--- src/rtl/stopwatch_ctrl.sv ---
// stopwatch_ctrl: BCD mm:ss stopwatch / countdown timer.
// Advances one step per sec_tick (a clock enable) while running.
// Handles start/stop, clear and BCD load commands with a fixed per-cycle
// priority and drives four registered BCD digits plus run/done status.
module stopwatch_ctrl #(
  parameter int MAX_MIN   = 99,
  parameter bit AUTO_STOP = 1'b1
) (
  input  logic        clk,
  input  logic        rst_n,
  input  logic        sec_tick,
  input  logic        start_stop,
  input  logic        clear,
  input  logic        load,
  input  logic [15:0] load_val,
  input  logic        mode,
  output logic [15:0] digits,
  output logic        running,
  output logic        done,
  output logic        load_err
);

  typedef enum logic [1:0] {IDLE, RUN, PAUSE, DONE} state_t;

  localparam logic [3:0]  MAX_M10   = 4'(MAX_MIN / 10);
  localparam logic [3:0]  MAX_M1    = 4'(MAX_MIN % 10);
  localparam logic [7:0]  MAX_MINS  = {MAX_M10, MAX_M1};
  localparam logic [15:0] BOUND     = {MAX_M10, MAX_M1, 4'd5, 4'd9};

  state_t      state;
  logic        mode_q;
  logic [15:0] next_up;
  logic [15:0] next_dn;
  logic        load_ok;

  // One-step BCD increment with ripple carry through all four digits.
  always_comb begin
    next_up = digits;
    if (digits[3:0] != 4'd9) begin
      next_up[3:0] = digits[3:0] + 4'd1;
    end else begin
      next_up[3:0] = 4'd0;
      if (digits[7:4] != 4'd5) begin
        next_up[7:4] = digits[7:4] + 4'd1;
      end else begin
        next_up[7:4] = 4'd0;
        if (digits[11:8] != 4'd9) begin
          next_up[11:8] = digits[11:8] + 4'd1;
        end else begin
          next_up[11:8]  = 4'd0;
          next_up[15:12] = digits[15:12] + 4'd1;
        end
      end
    end
  end

  // One-step BCD decrement with mirror borrow (0->9, sec10 0->5).
  always_comb begin
    next_dn = digits;
    if (digits[3:0] != 4'd0) begin
      next_dn[3:0] = digits[3:0] - 4'd1;
    end else begin
      next_dn[3:0] = 4'd9;
      if (digits[7:4] != 4'd0) begin
        next_dn[7:4] = digits[7:4] - 4'd1;
      end else begin
        next_dn[7:4] = 4'd5;
        if (digits[11:8] != 4'd0) begin
          next_dn[11:8] = digits[11:8] - 4'd1;
        end else begin
          next_dn[11:8]  = 4'd9;
          next_dn[15:12] = digits[15:12] - 4'd1;
        end
      end
    end
  end

  // A load is acceptable only as proper BCD, seconds below 60, minutes within the ceiling.
  always_comb begin
    load_ok = (load_val[15:12] <= 4'd9) && (load_val[11:8] <= 4'd9) &&
              (load_val[7:4]   <= 4'd5) && (load_val[3:0]  <= 4'd9) &&
              (load_val[15:8]  <= MAX_MINS);
  end

  assign running = (state == RUN);

  // Main controller: one event per cycle in priority order clear > load > start_stop > tick.
  always_ff @(posedge clk) begin
    if (!rst_n) begin
      state    <= IDLE;
      digits   <= 16'h0000;
      mode_q   <= 1'b0;
      done     <= 1'b0;
      load_err <= 1'b0;
    end else begin
      done     <= 1'b0;
      load_err <= 1'b0;
      if (clear) begin
        state  <= IDLE;
        digits <= 16'h0000;
      end else if (load) begin
        if (state != RUN) begin
          if (load_ok) begin
            digits <= load_val;
            state  <= PAUSE;
          end else begin
            load_err <= 1'b1;
          end
        end
      end else if (start_stop) begin
        case (state)
          IDLE, PAUSE: begin
            mode_q <= mode;
            if (mode && (digits == 16'h0000)) begin
              state <= DONE;
              done  <= 1'b1;
            end else begin
              state <= RUN;
            end
          end
          RUN:     state <= PAUSE;
          default: state <= state;
        endcase
      end else if (sec_tick && (state == RUN)) begin
        if (!mode_q) begin
          if (digits == BOUND) begin
            if (AUTO_STOP) begin
              state <= DONE;
              done  <= 1'b1;
            end else begin
              digits <= 16'h0000;
            end
          end else begin
            digits <= next_up;
            if (AUTO_STOP && (next_up == BOUND)) begin
              state <= DONE;
              done  <= 1'b1;
            end
          end
        end else begin
          digits <= next_dn;
          if (next_dn == 16'h0000) begin
            state <= DONE;
            done  <= 1'b1;
          end
        end
      end
    end
  end

endmodule

--- config.mk ---
export PLATFORM = sky130hd
export DESIGN_NAME = stopwatch_ctrl
export DESIGN_NICKNAME = d
export VERILOG_FILES = /design/src/rtl/stopwatch_ctrl.sv
export SDC_FILE = /design/constraint.sdc
export NUM_CORES = 1
export LEC_CHECK = 0
export CORE_ASPECT_RATIO = 1.75
export CORE_MARGIN = 2
export CORE_UTILIZATION = 57
export CTS_CLUSTER_SIZE = 8
export DETAILED_ROUTE_END_ITERATION = 7
export GPL_ROUTABILITY_DRIVEN = 0
export GPL_TIMING_DRIVEN = 0
export MAX_ROUTING_LAYER = met4
export PLACE_DENSITY = 0.91
export SLEW_MARGIN = 20
export SYNTH_ARGS = -nofsm -noshare
export SYNTH_HDL_FRONTEND = slang
export SYNTH_SLANG_ARGS = --single-unit
--- constraint.sdc ---
create_clock -name clk -period 5.1 [get_ports clk]
set_clock_uncertainty 0.2 [all_clocks]
set_input_delay 0.51 -clock clk [delete_from_list [all_inputs] [get_ports clk]]
set_output_delay 0.51 -clock clk [all_outputs]
set_load 0.02 [all_outputs]
==> results.ini, run 1 <==
[setup_path]
crit_type=input port to flop
path_max_fanout=10
cpLargestDelayFamily=compound AO/OA/AOI/OAI gates
startpoint_type=input port
crit_arrival_ns=2.76
crit_chain=clkdlybuf4s50_1 > o21ai_0 > nand4_1 > o2bb2ai_1 > clkbuf_1 > o211ai_1 > o21ai_0 > nor2_1
cpMostUsedCell=o21ai_0
cp_slowest_cell=o21ai_0
critPathBufInv=2
r2r_cells=8
critical_path_required_ns=5.04
max_stage_delay_ns=0.50
endpoint_kind=flop
cp.depth=8

[die]
die_h_um=84.96
dieArea_um2=4270
start_util_pct=59.42
core_um2=3592
io_pins=42
fp-row-count=29
die_w_um=50.26

[power]
clockPowerShare_pct=30.2
power_density_nw_per_um2=144.1
intPower_mw=0.2654
max-vdd-ir-drop_mv=0.1558
p_switching_mw=0.1150
combPwrFrac_pct=25.3
p_leak_nw=0.9819
p_sw_share_pct=30.23
p_seq_share_pct=44.5

[global_route]
grt_overflow=0
grt_pass1_wl_um=10780
track_usage_pct=33.12
grt_max_degree=13
grt_pass1_vias=2305
antenna_found_initial=0

[routing]
vias=2480
drt_iter0_markers=151
route.detailed.drc=0
wl_per_cell_um=17.60
drt_wl_total_um=6601
first_pass_iters=5
detail-route-antenna-nets=0
viasPerCell=6.613

[timing]
fmax_mhz=354.3
fin_tns_setup_ns=0
tightestPinTransition_ns=0.6360
maxSlewHeadroom_pct=57.60
rsz0062_at_grt=false
final-max-slew-violation-count=0
finalSetupViolCount=0
fin_crit_ns=2.823
finalCritPeriodShare_pct=55.35
finalHoldViolCount=0

[synth]
synth_top_family_by_area=simple AND/OR/NAND/NOR gates
postSynthCellCount=285
synth_edf_count=0
synth.distinct_cells=66
synth_nets=315
synthArstFlopShare_pct=0
synthesis.area_um2=2135
synthSimpleGateAreaFrac_pct=34.41
synth_seq_cells=21
synth-xor-area-share_pct=3.693
synth_seq_area_share_pct=19.70
synth-compound-area-share_pct=25.79
yosys.area.top_type=dfxtp_1
yosysMostFrequentCell=nand2_1
synth_top_flop_cell=dfxtp_1
synth_top_area_share_pct=19.70
yosys-top-cells-count=nand2_1 (26), nor2_1 (24), o21ai_0 (22)
synth_area_leaders=dfxtp_1 (20%), o21ai_0 (5.2%), nand2_1 (4.6%)
syn_avg_cell_area_um2=7.490
synth_fa_ha_area_share_pct=4.103
synth.area.mux_share_pct=4.338
yosysWarnings=0

[min_path]
hold_class=flop to flop
hold_depth=2

[clock_tree]
cts_sinks=21
postCtsSetupRepairBufs=0
cts_buffers=3
htreeDepth=1
clkSlewWorstSetupHoldPaths_ns=0.09
hold_buffers=0
clk_latency_ns=0.27
ctsResizeCount=0
clockBufferDepth=2
cts_root_buffer=clkbuf_8
cts_tree=built

[finish]
fin_nets=360
fill_cells=283
syn_to_final_growth_pct=23.62
diodes=0
final_layout_size_suffix_gt1_share_pct=8.815
fin_util_pct=73.46

[placed_design]
hpwlAfterDp_um=4760
io_buffers=40

[outcome]
status=complete, no violations

[run]
cap_violations=0

sequential cells by signal, indices dropped and copies added, names as in the netlist:
signal,flops
digits,16
state,2
done,1
load_err,1
mode_q,1
logic make-up after synthesis:
kind of cell,Yosys count
AOI/OAI and AO/OA,80
xor gates and xnor gates,9
adders and majority gates,7
buffers and inverters,37
DFF,21
muxes,8
and+or+nand+nor,123
final timing paths:
kind / startpoint / to / slack (ns)
worst max-delay path: load_val[13] / digits[0] / 2.28
worst min-delay path: state[1] / state[1] / 0.34
worst max register to register: digits[0] / state[1] / 2.32
worst min register to register: state[1] / state[1] / 0.34
power by group through the flow:
stage | sequential [mW] | clock [mW] | combinational, mW
floorplan | 0.175 | 0 | 0.0541
global placement | 0.173 | 0 | 0.0922
detailed placement | 0.173 | 0 | 0.0937
CTS | 0.169 | 0.119 | 0.0942
global route | 0.170 | 0.122 | 0.104
finish | 0.169 | 0.115 | 0.0961
cell usage in the layout (no fill, tap or decap), types with 2 or more instances in the layout:
| master | n |
|---|---|
| a211o_1 | 3 |
| a211oi_1 | 5 |
| a21boi_0 | 3 |
| a21oi_1 | 9 |
| a22o_1 | 2 |
| a22oi_1 | 2 |
| a31o_2 | 2 |
| a31oi_1 | 8 |
| and3_1 | 5 |
| and3b_1 | 2 |
| and4b_1 | 3 |
| buf_2 | 6 |
| buf_4 | 2 |
| buf_6 | 2 |
| clkbuf_1 | 16 |
| clkbuf_8 | 3 |
| clkdlybuf4s50_1 | 40 |
| dfxtp_1 | 21 |
| ha_1 | 7 |
| inv_1 | 9 |
| mux2i_1 | 7 |
| nand2_1 | 26 |
| nand2b_1 | 5 |
| nand3_1 | 10 |
| nand3b_1 | 3 |
| nand4_1 | 9 |
| nor2_1 | 24 |
| nor2b_1 | 7 |
| nor3_1 | 6 |
| nor3b_1 | 4 |
| nor4_1 | 2 |
| nor4b_1 | 2 |
| o211ai_1 | 5 |
| o21ai_0 | 22 |
| o311ai_0 | 2 |
| o31ai_1 | 3 |
| or2_2 | 2 |
| or4b_2 | 2 |
| xnor2_1 | 4 |
| xor2_1 | 5 |
worst register-to-register path: stages, from the launching register on:
cell	delay [ns]
dfxtp_1	0.54
ha_1	0.38
and4b_1	0.23
buf_2	0.22
nand4_1	0.18
and3b_1	0.21
o2111a_1	0.24
o31ai_1	0.31
a311oi_1	0.14
routing by layer:
metal / GRT usage (%) / part of all wire, %
met5: - / 0
met4: 19.19 / 5.2
met3: 3.697 / 7.8
met2: 55.26 / 51
met1: 37.20 / 36
metrics by stage:
stage | hold WS (ns) | total power [mW] | instances | setup WS, ns | area, um2
after CTS | 0.3285 | 0.3824 | 375 | 2.354 | 2639
after global placement | 0.3053 | 0.2653 | 371 | 2.149 | 2592
after global routing | 0.3562 | 0.3956 | 375 | 2.088 | 2639
final | 0.3412 | 0.3803 | 375 | 2.277 | 2639
after floorplan | 0.2852 | 0.2290 | 285 | 2.639 | 2135
after detailed placement | 0.3168 | 0.2670 | 371 | 2.086 | 2592
final cells by class:
cell class | count | area, um2 | area share, %
plain buffers | 28 | 136.4 | 5.168
clock buffers | 3 | 41.29 | 1.565
clock inverters | 1 | 5.005 | 0.1897
inverters | 9 | 33.78 | 1.280
multi-input cells | 227 | 1544 | 58.51
flip-flops and latches | 21 | 420.4 | 15.93
well taps | 46 | 57.56 | 2.181
repair buffers | 40 | 400.4 | 15.17
No activity file was read; power rests on OpenSTA's default activity.
==> inputs of run 2 (changes only) <==
Settings changed: CORE_UTILIZATION 57 to 53, PLACE_DENSITY 0.91 to 0.86.
Clock period 5.1 ns to 2.6 ns, I/O delays scaled along.
==> run 2 against run 1 <==
Effect of this change:
- hold slack worse by 0.14 ns
- via count hardly changed
- sequential cell count stayed put
- cell count is 2.1% higher
- first-iteration DRC count is 20% lower
- sequential share of layout area is 0.31 points lower
- critical endpoint is now state[1]
- largest cell class unchanged
==> results.ini, run 2 (synthesis gave the netlist of run 1 again) <==
[setup_path]
crit_arrival_ns=2.56
startpoint_type=flop
crit_type=flop to flop
critical_path_required_ns=2.58
startpoint=digits[1]
r2r-start=digits[1]
ff2ff_setup_slack_ns=0.03
path_max_fanout=7
endpoint_kind=flop

[timing]
finalCritPeriodShare_pct=98.99
final-max-slew-violation-count=0
finalHoldViolCount=0
fin_ws_ns=0.02619
maxSlewHeadroom_pct=59.91
tightestPinTransition_ns=0.6013
fmax_mhz=388.5
whs_ns=0.2012
fin_crit_ns=2.574
finalSetupViolCount=0
rsz0062_at_grt=true

[placed_design]
place_area_um2=2595
hpwlAfterDp_um=4832
io_buffers=40
pre_cts_slack_ns=-0.1919

[run]
cap_violations=0

[routing]
drt_wl_total_um=6862
route.detailed.drc=0
first_pass_iters=4
vias=2478
drt_iter0_markers=121
wl_per_cell_um=17.92
detail-route-antenna-nets=0
viasPerCell=6.470

[clock_tree]
clockBufferDepth=2
cts_tree=built
htreeDepth=1
clkSlewWorstSetupHoldPaths_ns=0.09
cts_root_buffer=clkbuf_8
cts_sinks=21
cts_buffers=3
clk_latency_ns=0.27
hold_buffers=0

[die]
core_um2=3866
start_util_pct=55.21
dieArea_um2=4571
die_h_um=87.95
die_w_um=51.97
io_pins=42
fp-row-count=30

[finish]
fin_util_pct=71.07
fin_nets=366
diodes=0
syn_to_final_growth_pct=28.72
largestRegisters=digits (16), state (2)
largest_register_ffs=16
finalInstanceArea_um2=2748
layout_commonest_cell=clkdlybuf4s50_1
final_layout_size_suffix_gt1_share_pct=13.73
fill_cells=325
mostFrequentLayoutCells=clkdlybuf4s50_1 (40), nand2_1 (26), nor2_1 (24), o21ai_0 (22), dfxtp_1 (18)
largest-register=digits

[global_route]
grt_overflow=0
antenna_found_initial=0
grt_pass1_wl_um=10060
grt_max_degree=13
grt_pass1_vias=2277
track_usage_pct=30.10

[power]
p_leak_nw=1.017
power_density_nw_per_um2=276.7
max-vdd-ir-drop_mv=0.3090

[min_path]
hold_class=input port to flop
min_from=load

[outcome]
status=complete, no violations

run 2: changes by cell type in the layout (fill, tap and decap cells not counted), moves of 2 or more:
cell     delta
dfxtp_4     +2
inv_4       +2
buf_4       +5
inv_1       -2
buf_6       +2
dfxtp_1     -3
ha_1        -2
run 2: path summary, 6_finish.rpt:
path | endpoint | cells past startpoint
min | load_err | 3
max | state[1] | 10
max reg2reg | state[1] | 10
min reg2reg | state[1] | 2
run 2: layer usage:
layer  global-route usage [%]  part of all wire [%]
met2                    51.32                    51
met5                        -                     0
met3                    3.242                   6.5
met1                    30.69                    36
met4                    22.25                   6.8
run 2: critical path: stages, from the launching register on:
cell and delay [ns]:
dfxtp_4 0.38, inv_4 0.08, ha_4 0.13, buf_6 0.11, nor4b_4 0.24, buf_6 0.17
mux2i_2 0.28, o2111ai_2 0.16, o41ai_2 0.39, o31ai_2 0.14, a311oi_1 0.22
run 2: stage by stage:
stage / std cells / setup TNS [ns] / total power, mW
6_report: 383 / 0 / 0.7602
5_1_grt: 383 / -0.2013 / 0.7847
2_1_floorplan: 285 / 0 / 0.4492
3_5_place_dp: 373 / -0.4927 / 0.5233
4_1_cts: 377 / -0.02541 / 0.7510
3_3_place_gp: 373 / -0.3369 / 0.5203
run 2: what timing repair did:
item | CTS | global route
resized for setup | 4 | 18
endpoints found under the setup margin | 13 | 15
setup buffers | 0 | 6
pin swaps | 0 | 4
run 2: cell type report:
cell class	count	area [um2]	area share [%]
Buffer	28	147.6	5.373
Clock buffer	4	45.04	1.639
Inverter	9	38.79	1.412
Multi-Input combinational cell	227	1582	57.56
Sequential cell	21	429.2	15.62
Tap cell	48	60.06	2.186
Timing Repair Buffer	46	445.4	16.21
run 2: report_power, final:
part / internal, mW / switching (mW)
Clock: 0.110 / 0.123
Combinational: 0.0921 / 0.105
Sequential: 0.325 / 0.00566
==> inputs of run 3 (changes only) <==
Settings changed: SLEW_MARGIN 20 to default, TNS_END_PERCENT from default to 50.
==> results of run 3 <==
Final layout, timing and power as in run 2 (identical DEF).
